[src/rtl/parking_pkg.sv]
// Shared types and 7-segment helpers for the parking-lot day logger.
// Segment encodings are active-low, bit0 = segment a.
package parking_pkg;

    typedef enum logic {
        DAY    = 1'b0,
        REPLAY = 1'b1
    } state_e;

    localparam logic [6:0] SEG_OFF  = 7'h7F;
    localparam logic [6:0] SEG_DASH = 7'h3F;
    localparam logic [6:0] SEG_F    = 7'h0E;
    localparam logic [6:0] SEG_U    = 7'h41;
    localparam logic [6:0] SEG_L    = 7'h47;

    // Decimal digit to segments; codes above 9 blank the display.
    function automatic logic [6:0] digit_to_seg(input logic [3:0] d);
        logic [6:0] seg;
        case (d)
            4'd0:    seg = 7'h40;
            4'd1:    seg = 7'h79;
            4'd2:    seg = 7'h24;
            4'd3:    seg = 7'h30;
            4'd4:    seg = 7'h19;
            4'd5:    seg = 7'h12;
            4'd6:    seg = 7'h02;
            4'd7:    seg = 7'h78;
            4'd8:    seg = 7'h00;
            4'd9:    seg = 7'h10;
            default: seg = SEG_OFF;
        endcase
        return seg;
    endfunction

endpackage

[src/rtl/hour_log_mem.sv]
// Hourly entry log: single write port, registered read port.
// The array itself is never reset; only the read register is.
module hour_log_mem #(
    parameter int unsigned DEPTH = 8,
    parameter int unsigned WIDTH = 4,
    parameter int unsigned AW    = 3
) (
    input  logic             clk,
    input  logic             reset,
    input  logic             we,
    input  logic [AW-1:0]    waddr,
    input  logic [WIDTH-1:0] wdata,
    input  logic             re,
    input  logic [AW-1:0]    raddr,
    output logic [WIDTH-1:0] rdata
);

    logic [WIDTH-1:0] mem_q [DEPTH];
    logic [WIDTH-1:0] rdata_q;
    logic [WIDTH-1:0] rdata_d;

    always_ff @(posedge clk) begin
        if (we) begin
            mem_q[waddr] <= wdata;
        end
    end

    always_comb begin
        rdata_d = rdata_q;
        if (re) begin
            rdata_d = mem_q[raddr];
        end
    end

    always_ff @(posedge clk or posedge reset) begin
        if (reset) begin
            rdata_q <= '0;
        end else begin
            rdata_q <= rdata_d;
        end
    end

    assign rdata = rdata_q;

endmodule

[src/rtl/parking_lot_logger.sv]
// Parking-lot day datapath: occupancy, hourly entry logging, first rush
// window capture and end-of-day replay of the log on six 7-segment digits.
module parking_lot_logger
    import parking_pkg::*;
#(
    parameter int unsigned NUM_SPOTS = 3,
    parameter int unsigned NUM_HOURS = 8,
    parameter int unsigned ENT_W     = 4,
    parameter int unsigned HOUR_W    = 4,
    parameter int unsigned CNT_W     = $clog2(NUM_SPOTS + 1)
) (
    input  logic              clk,
    input  logic              reset,
    input  logic              car_enter,
    input  logic              car_exit,
    input  logic              hour_tick,
    input  logic              replay_tick,
    output logic [CNT_W-1:0]  spots_left,
    output logic              full,
    output logic [HOUR_W-1:0] hour,
    output logic              day_done,
    output logic              rush_valid,
    output logic [HOUR_W-1:0] rush_start_hour,
    output logic [HOUR_W-1:0] rush_end_hour,
    output logic [HOUR_W-1:0] replay_addr,
    output logic [ENT_W-1:0]  replay_count,
    output logic [6:0]        hex0,
    output logic [6:0]        hex1,
    output logic [6:0]        hex2,
    output logic [6:0]        hex3,
    output logic [6:0]        hex4,
    output logic [6:0]        hex5
);

    localparam int unsigned MEM_AW = (NUM_HOURS > 1) ? $clog2(NUM_HOURS) : 1;
    localparam logic [CNT_W-1:0]  FULL_CNT  = CNT_W'(NUM_SPOTS);
    localparam logic [HOUR_W-1:0] LAST_HOUR = HOUR_W'(NUM_HOURS - 1);
    localparam logic [ENT_W-1:0]  ENT_MAX   = '1;

    // Any field value wider than a digit is blanked when above 9.
    function automatic logic [6:0] to_seg(input logic [31:0] v);
        return (v > 32'd9) ? SEG_OFF : digit_to_seg(v[3:0]);
    endfunction

    state_e             state_q, state_d;
    logic [CNT_W-1:0]   occ_q, occ_d;
    logic [CNT_W-1:0]   spots_left_q, spots_left_d;
    logic               full_q, full_d;
    logic               day_done_q, day_done_d;
    logic [HOUR_W-1:0]  hour_q, hour_d;
    logic [ENT_W-1:0]   entries_q, entries_d;
    logic               rush_started_q, rush_started_d;
    logic               rush_valid_q, rush_valid_d;
    logic [HOUR_W-1:0]  rush_start_q, rush_start_d;
    logic [HOUR_W-1:0]  rush_end_q, rush_end_d;
    logic [HOUR_W-1:0]  replay_addr_q, replay_addr_d;
    logic [6:0]         hex0_q, hex1_q, hex2_q, hex3_q, hex4_q, hex5_q;
    logic [6:0]         hex0_d, hex1_d, hex2_d, hex3_d, hex4_d, hex5_d;

    logic               in_day;
    logic               enter_ok;
    logic               exit_ok;
    logic               mem_we;
    logic [ENT_W-1:0]   mem_wdata;
    logic [ENT_W-1:0]   mem_rdata;

    assign in_day   = (state_q == DAY);
    // A full lot still admits a car when one leaves in the same cycle.
    assign enter_ok = in_day && car_enter && ((occ_q != FULL_CNT) || car_exit);
    assign exit_ok  = in_day && car_exit && (occ_q != '0);

    always_ff @(posedge clk or posedge reset) begin
        if (reset) begin
            state_q <= DAY;
        end else begin
            state_q <= state_d;
        end
    end

    always_comb begin
        state_d = state_q;
        if ((state_q == DAY) && hour_tick && (hour_q == LAST_HOUR)) begin
            state_d = REPLAY;
        end
    end

    always_comb begin
        occ_d          = occ_q;
        entries_d      = entries_q;
        hour_d         = hour_q;
        rush_started_d = rush_started_q;
        rush_valid_d   = rush_valid_q;
        rush_start_d   = rush_start_q;
        rush_end_d     = rush_end_q;
        replay_addr_d  = replay_addr_q;
        mem_we         = 1'b0;
        mem_wdata      = entries_q;

        if (!(car_enter && car_exit)) begin
            if (enter_ok) begin
                occ_d = occ_q + CNT_W'(1);
            end else if (exit_ok) begin
                occ_d = occ_q - CNT_W'(1);
            end
        end

        if (enter_ok && (entries_q != ENT_MAX)) begin
            entries_d = entries_q + ENT_W'(1);
        end

        // The hour's log word includes an entry accepted on the tick cycle.
        if (in_day && hour_tick) begin
            mem_we    = 1'b1;
            mem_wdata = entries_d;
            entries_d = '0;
            if (hour_q != LAST_HOUR) begin
                hour_d = hour_q + HOUR_W'(1);
            end
        end

        if (in_day) begin
            if ((occ_d == FULL_CNT) && !rush_started_q) begin
                rush_started_d = 1'b1;
                rush_start_d   = hour_q;
            end else if (rush_started_q && (occ_d == '0) && !rush_valid_q) begin
                rush_valid_d = 1'b1;
                rush_end_d   = hour_q;
            end
        end

        if (!in_day && replay_tick) begin
            replay_addr_d = (replay_addr_q == LAST_HOUR) ? '0 : replay_addr_q + HOUR_W'(1);
        end
    end

    assign spots_left_d = FULL_CNT - occ_d;
    assign full_d       = (occ_d == FULL_CNT);
    assign day_done_d   = (state_d == REPLAY);

    // Display images are built from the registered sources, adding one cycle.
    always_comb begin
        hex0_d = SEG_OFF;
        hex1_d = SEG_OFF;
        hex2_d = SEG_OFF;
        hex3_d = SEG_OFF;
        hex4_d = SEG_OFF;
        hex5_d = SEG_OFF;
        if (state_q == DAY) begin
            hex5_d = to_seg(32'(hour_q));
            if (full_q) begin
                hex3_d = SEG_F;
                hex2_d = SEG_U;
                hex1_d = SEG_L;
                hex0_d = SEG_L;
            end else begin
                hex0_d = to_seg(32'(spots_left_q));
            end
        end else begin
            hex1_d = to_seg(32'(mem_rdata));
            hex2_d = to_seg(32'(replay_addr_q));
            hex3_d = rush_valid_q ? to_seg(32'(rush_start_q)) : SEG_DASH;
            hex4_d = rush_valid_q ? to_seg(32'(rush_end_q)) : SEG_DASH;
        end
    end

    always_ff @(posedge clk or posedge reset) begin
        if (reset) begin
            occ_q          <= '0;
            spots_left_q   <= FULL_CNT;
            full_q         <= 1'b0;
            day_done_q     <= 1'b0;
            hour_q         <= '0;
            entries_q      <= '0;
            rush_started_q <= 1'b0;
            rush_valid_q   <= 1'b0;
            rush_start_q   <= '0;
            rush_end_q     <= '0;
            replay_addr_q  <= '0;
            hex0_q         <= SEG_OFF;
            hex1_q         <= SEG_OFF;
            hex2_q         <= SEG_OFF;
            hex3_q         <= SEG_OFF;
            hex4_q         <= SEG_OFF;
            hex5_q         <= SEG_OFF;
        end else begin
            occ_q          <= occ_d;
            spots_left_q   <= spots_left_d;
            full_q         <= full_d;
            day_done_q     <= day_done_d;
            hour_q         <= hour_d;
            entries_q      <= entries_d;
            rush_started_q <= rush_started_d;
            rush_valid_q   <= rush_valid_d;
            rush_start_q   <= rush_start_d;
            rush_end_q     <= rush_end_d;
            replay_addr_q  <= replay_addr_d;
            hex0_q         <= hex0_d;
            hex1_q         <= hex1_d;
            hex2_q         <= hex2_d;
            hex3_q         <= hex3_d;
            hex4_q         <= hex4_d;
            hex5_q         <= hex5_d;
        end
    end

    hour_log_mem #(
        .DEPTH (NUM_HOURS),
        .WIDTH (ENT_W),
        .AW    (MEM_AW)
    ) u_log (
        .clk   (clk),
        .reset (reset),
        .we    (mem_we),
        .waddr (hour_q[MEM_AW-1:0]),
        .wdata (mem_wdata),
        .re    (state_q == REPLAY),
        .raddr (replay_addr_q[MEM_AW-1:0]),
        .rdata (mem_rdata)
    );

    assign spots_left      = spots_left_q;
    assign full            = full_q;
    assign hour            = hour_q;
    assign day_done        = day_done_q;
    assign rush_valid      = rush_valid_q;
    assign rush_start_hour = rush_start_q;
    assign rush_end_hour   = rush_end_q;
    assign replay_addr     = replay_addr_q;
    assign replay_count    = mem_rdata;
    assign hex0            = hex0_q;
    assign hex1            = hex1_q;
    assign hex2            = hex2_q;
    assign hex3            = hex3_q;
    assign hex4            = hex4_q;
    assign hex5            = hex5_q;

endmodule

[config.mk]
export PLATFORM = sky130hd
export DESIGN_NAME = parking_lot_logger
export DESIGN_NICKNAME = d
export VERILOG_FILES = /design/src/rtl/parking_pkg.sv /design/src/rtl/hour_log_mem.sv /design/src/rtl/parking_lot_logger.sv
export SDC_FILE = /design/constraint.sdc
export NUM_CORES = 1
export LEC_CHECK = 0
export CAP_MARGIN = 20
export CORE_ASPECT_RATIO = 0.5
export CORE_UTILIZATION = 45
export DETAILED_ROUTE_END_ITERATION = 16
export GPL_TIMING_DRIVEN = 0
export HOLD_SLACK_MARGIN = 0.06
export PLACE_DENSITY = 0.68
export SYNTH_ARGS = -nofsm -noshare
export SYNTH_HDL_FRONTEND = slang
export SYNTH_SLANG_ARGS = --single-unit
[constraint.sdc]
create_clock -name clk -period 2.5 [get_ports clk]
set_input_delay 0.375 -clock clk [delete_from_list [all_inputs] [get_ports clk]]
set_output_delay 0.375 -clock clk [all_outputs]
set_load 0.02 [all_outputs]
* Word-level counts from Yosys, hierarchy flattened
Memories as Yosys holds them, arrays and structs flattened. A register that Yosys moved wholly into a read port is not among the register bits.
Index checks and enable logic that the tools add are counted.
Widths: inputs -> output; s select.
** Word-level totals
- Bits in read-only memories :: 560
- Flip-flop bits (word level) :: 70
- Memories kept :: 6
- Word-level logic and storage cells :: 94
- Bits in latches :: 0
- Output and inout port bits :: 67
- Memory bits (writable) :: 32
** Memory list
- (no name shown) :: words 16, width 7, rd ports 1, clocked after memory_dff 0, write ports 0, line parking_pkg.sv:19 : case (d)
- (no name shown) :: words 16, width 7, rd ports 1, clocked after memory_dff 0, write ports 0, line parking_pkg.sv:19
- (no name shown) :: words 16, width 7, rd ports 1, clocked after memory_dff 0, write ports 0, line parking_pkg.sv:19
- (no name shown) :: words 16, width 7, rd ports 1, clocked after memory_dff 0, write ports 0, line parking_pkg.sv:19
- (no name shown) :: words 16, width 7, rd ports 1, clocked after memory_dff 0, write ports 0, line parking_pkg.sv:19
- u_log.mem_q :: words 8, width 4, rd ports 1, clocked after memory_dff 1, write ports 1, line hour_log_mem.sv:18 : logic [WIDTH-1:0] mem_q [DEPTH];
** Operators by class
- Shifts and indexed selects :: 0
- Divide/modulo/power cells :: 0
- Multipliers :: 0
- Equality and inequality tests :: 9
- Add/sub/neg operators :: 6
- Order comparisons :: 5
- Multiplexer cells :: 28
- Bitwise gates (word level) :: 2
- Reductions and logical operators :: 21
** Operator list (count)
- $mux 7 :: 15
- $pmux 7 s4 :: 1
- $gt 4x4->1 const B :: 5
- $mux 4 :: 4
- $add 4x1->4 const B :: 3
- $logic_and 1x1->1 :: 12
- $mux 6 :: 2
- $eq 4x3->1 const B :: 2
- $eq 2x2->1 const B :: 3
- $mux 2 :: 3
- $logic_not 2->1 :: 2
- $ne 4x3->1 const B :: 1
- $ne 4x4->1 const B :: 1
- $reduce_and 2->1 :: 2
- $mux 1 :: 3
- $reduce_and 3->1 :: 1
- $add 2x1->2 const B :: 1
- $eq 2x1->1 const B :: 1
- $logic_not 1->1 :: 2
- $ne 2x2->1 const B :: 1
- $not 1->1 :: 2
- $reduce_bool 2->1 :: 1
- $sub 2x1->2 const B :: 1
- $sub 2x2->2 const A :: 1
- $logic_or 1x1->1 :: 1

* Depth between registers and ports, before layout
- Word-level depth :: 10
- Mapped depth :: 7
- Mapped depth without buffers :: 7

* By module
Synthesis repeated with hierarchy kept, for this count alone.
** Second synthesis, totals
- Cell total of the unflattened synthesis :: 417
- Area, all modules :: 4967.3 µm²
** By module, submodules not included
- parking_lot_logger :: area each 3508.4 µm², times used 1, cells an instance 329, sequential area each 1806.7 µm²
- hour_log_mem :: area each 1458.9 µm², times used 1, cells an instance 88, sequential area each 1061.0 µm²

* Worst setup path after synthesis
OpenSTA, ideal clock, no wires.
- Path type :: register to register
- Start :: register occ_q[0]
- End :: register rush_start_q[2] (netlist: rush_start_hour[2])
- Data required time :: 2.372 ns
- Period minus slack after synthesis :: 1.984 ns
- Slack :: 0.516 ns
- Setup time :: 0.128 ns
- Path buffers :: 0
- Arrival time :: 1.856 ns
- Stages on the path, launching flop included :: 8
- Cell sequence :: dfrtp_1 inv_1 ha_1 nor4b_2 a21oi_2 xnor2_2 nor4_4 mux2_1
** On the way
- Longest elaborated chain between the ends :: 8
- Elaborated cells on any way between the ends :: 13
- Those cells by class :: 2 x add/sub; 2 x eq/ne; 3 x mux; 6 x reduce/logical
** RTL lines
- start, declared :: line parking_lot_logger.sv:46 : logic [CNT_W-1:0] occ_q, occ_d;
- start signal, assigned :: line parking_lot_logger.sv:168 : occ_q <= '0;
- start signal, assigned :: line parking_lot_logger.sv:186 : occ_q <= occ_d;
- branches (longest 4 deep; another with $sub 2x1->2)
- $mux 2 (*) :: line parking_lot_logger.sv:99 : if (!(car_enter && car_exit)) begin
- $eq 2x2->1 (*) :: line parking_lot_logger.sv:122 : if ((occ_d == FULL_CNT) && !rush_started_q) begin
- $logic_and 1x1->1 (*) :: line parking_lot_logger.sv:122
- $reduce_and 2->1 (no line) (*)
- end signal, assigned :: line parking_lot_logger.sv:194 : rush_start_q <= rush_start_d;
- end, declared :: line parking_lot_logger.sv:54 : logic [HOUR_W-1:0] rush_start_q, rush_start_d;
Mark *: on every way between the ends.
A chain may end at the register's enable or synchronous reset.

==> flow_summary.yaml <==
logic_synthesis:
  synthFlopType: "dfstp_2"
  async_flop_share_pct: 69.8
  yosys_warnings: 0
  synth_common_cells: "dfstp_2 (44), o21ai_0 (40), a21oi_1 (34), edfxtp_1 (32)"
  synth_top_area_share_pct: 23.7
  syn-cell-area_sq_um: 4880
  ys_ff_latch: 106
  synth_edf_count: 32
  synth_area_leaders: "dfstp_2 (24%), edfxtp_1 (20%), dfrtp_1 (15%)"
  synth_cell_type_count: 48
  ys_seq_area_share_pct: 58.8
  yosysMostFrequentCell: "dfstp_2"
  synth_nets: 438
  syn_inst: 404
  synth_area_leader_cell: "dfstp_2"
  syn_area_per_cell_sq_um: 12.1
clocking:
  numCtsBuffers: 9
  h-tree-depth: 3
  cts.sinks: 106
  cts_hold_buf: 0
  cts_tree: "built"
  postCtsSetupRepairBufs: 0
  post_cts_resized: 0
  clock_latency_ns: 0.34
  cts-root-buf: "clkbuf_16"
  path_clk_slew_ns: 0.07
  clk_path_buf_depth: 2
global_route:
  grt_pass1_vias: 2887
  grt-ovfl-total: 0
  grt_antenna_before_repair: 1
  grt_first_pass_wirelength_mm: 15.2
  grt_max_degree: 75
  grtUsageTotal_pct: 18.3
floorplanning:
  die-area_sq_um: 11300
  row_count: 26
  coreArea_sq_um: 10400
  die_width_um: 149
  dieHeight_um: 75.6
  pin_count: 73
  initial_core_util_pct: 47.0
power_and_ir_drop:
  p_leak_nw: 2.35
  vdd_drop_max_v: 0.000330
  power_density_nw_per_um2: 708
timing:
  fmax_mhz: 433
  fin_crit_sh_pct: 92.3
  finalHoldViolations: 0
  whs_ns: 0.491
  fin_crit_ns: 2.31
  rsz0062_at_grt: "no"
  setup_violations: 0
  tightest_slew_ns: 0.982
  finalClockSkew_ns: 0.00596
  slew_headroom_pct: 33.9
  drv_slew: 0
status:
  outcome: "complete, no violations"
detailed_routing:
  ant_nets: 0
  routed_wl_mm: 9.72
  num_vias: 3215
  drtPass1Iterations: 4
  wl_per_cell_um: 15.4
  drtIter0Drc: 146
  via_per_inst: 5.09
  drc: 0
cells_and_area:
  diodes: 0
  final_cells: 632
  nNetsFinal: 521
  fin_util_pct: 59.0
  area_growth_pct: 25.4
  drive_gt1_share_pct: 17.7
critical_path:
  critPathBufInv: 2
  worst-setup-path-type: "reg -> reg"
  crit_path_end_kind: "flop"
  critPathTopFamily: "simple AND/OR/NAND/NOR gates"
  crit_required_ns: 2.57
  slowest_delay_ns: 0.50
  crit_fanout: 10
  critPathLaunchType: "flop"
  cp_cell_sequence: "inv_1 -> buf_2 -> nand2_1 -> or2_2 -> nor2_1 -> xor2_1"
  slowest_stage: "dfrtp_1"
  cp.arrival_ns: 2.38
placement:
  dp_hpwl_mm: 6.88
  dpl.cell_count: 616
  gp_congestion: 0.819
  port_buffers: 72
run:
  cap_violations: 0
worst_hold_path:
  hold_class: "reg -> reg"
## cell families (layout without fill, tap and decap cells)
kind of cell               after synthesis  after routing  share of synthesized area [%]
AOI/OAI and AO/OA                       88             88                           10.1
xor gates and xnor gates                 6              6                           1.23
adders and majority gates               28             28                           7.18
buffers and inverters                   44            132                           3.46
DFF                                    106            106                           58.8
muxes                                   31             31                           8.77
and+or+nand+nor                        101            101                           10.5
## path summary, 6_finish.rpt
kind                                             endpoint  depth (start not counted)               startpoint  slack, ns
max in group asynchronous    rush_end_hour[0]$_DFFE_PP0P_                          2                    reset       1.33
min in group asynchronous  rush_start_hour[2]$_DFFE_PP0P_                          2                    reset       0.61
max reg2reg                   u_log.mem_q[7][3]$_DFFE_PP_                          6     day_done$_DFFE_PP0P_       0.19
min                                     hex0[6]$_DFF_PP1_                          1  spots_left[1]$_DFF_PP1_       0.49
max                           u_log.mem_q[7][3]$_DFFE_PP_                          6     day_done$_DFFE_PP0P_       0.19
min reg2reg                             hex0[6]$_DFF_PP1_                          1  spots_left[1]$_DFF_PP1_       0.49
## flip-flops by register name, summed over array words and instances (netlist names)
name,cells
hex3,7
full,1
day_done,1
rush_end_hour,4
rush_start_hour,4
u_log.mem_q,32
entries_q,4
rush_valid,1
rush_started_q,1
hex1,7
u_log.rdata,4
hex2,7
occ_q,2
spots_left,2
hour,4
hex4,7
hex5,7
hex0,7
replay_addr,4
## per-layer routing
layer	up-vias	track usage, %	part of all wire (%)
met3	11	4.73	4.8
met2	74	28.0	44
met5	-	0	0.13
met1	1566	25.5	49
met4	2	6.35	1.2
li1	1562	-	-
## area by class of cell
type                       count  area, sq um
fill                         846         4260
sequential                   106         2870
multi-input combinational    254         1840
timing repair buffer          72          721
clock buffer                   9          225
tap                          140          175
clock inverter                 7          116
inverter                      25         96.3
buffer                        19         75.1
## cell usage in the layout, fill, tap and decap left out, drive strengths merged, types with 3 or more instances in the layout
cell,instances
a21oi,35
nor3,4
a21o,4
dfstp,44
bufinv,3
nor2b,4
ha,28
clkdlybuf4s50,72
dfrtp,30
inv,26
xnor2,4
mux4,8
mux2i,15
nand2,31
o21ai,40
edfxtp,32
nor2,32
clkbuf,22
mux2,8
nand2b,9
or2,3
nand3,5
buf,6
## where the power goes
| group | leakage, nW | switching [W] | internal, W |
|---|---|---|---|
| Sequential | 1.04 | 0.0000552 | 0.00191 |
| Combinational | 1.16 | 0.000445 | 0.000334 |
| Clock | 0.163 | 0.000610 | 0.000979 |
| Total | 2.35 | 0.00111 | 0.00322 |
## stage by stage
step | cell area, sq um | setup WS [ns] | setup TNS (ns) | total power (W)
floorplan | 4880 | 0.316 | 0 | 0.00249
global placement | 5780 | -0.906 | -37.39 | 0.00277
detailed placement | 5780 | -0.0981 | -1.39 | 0.00278
CTS | 6120 | 0.187 | 0 | 0.00438
global route | 6120 | 0.0296 | 0 | 0.00453
finish | 6120 | 0.193 | 0 | 0.00433
(Power assumes the default switching activity.)
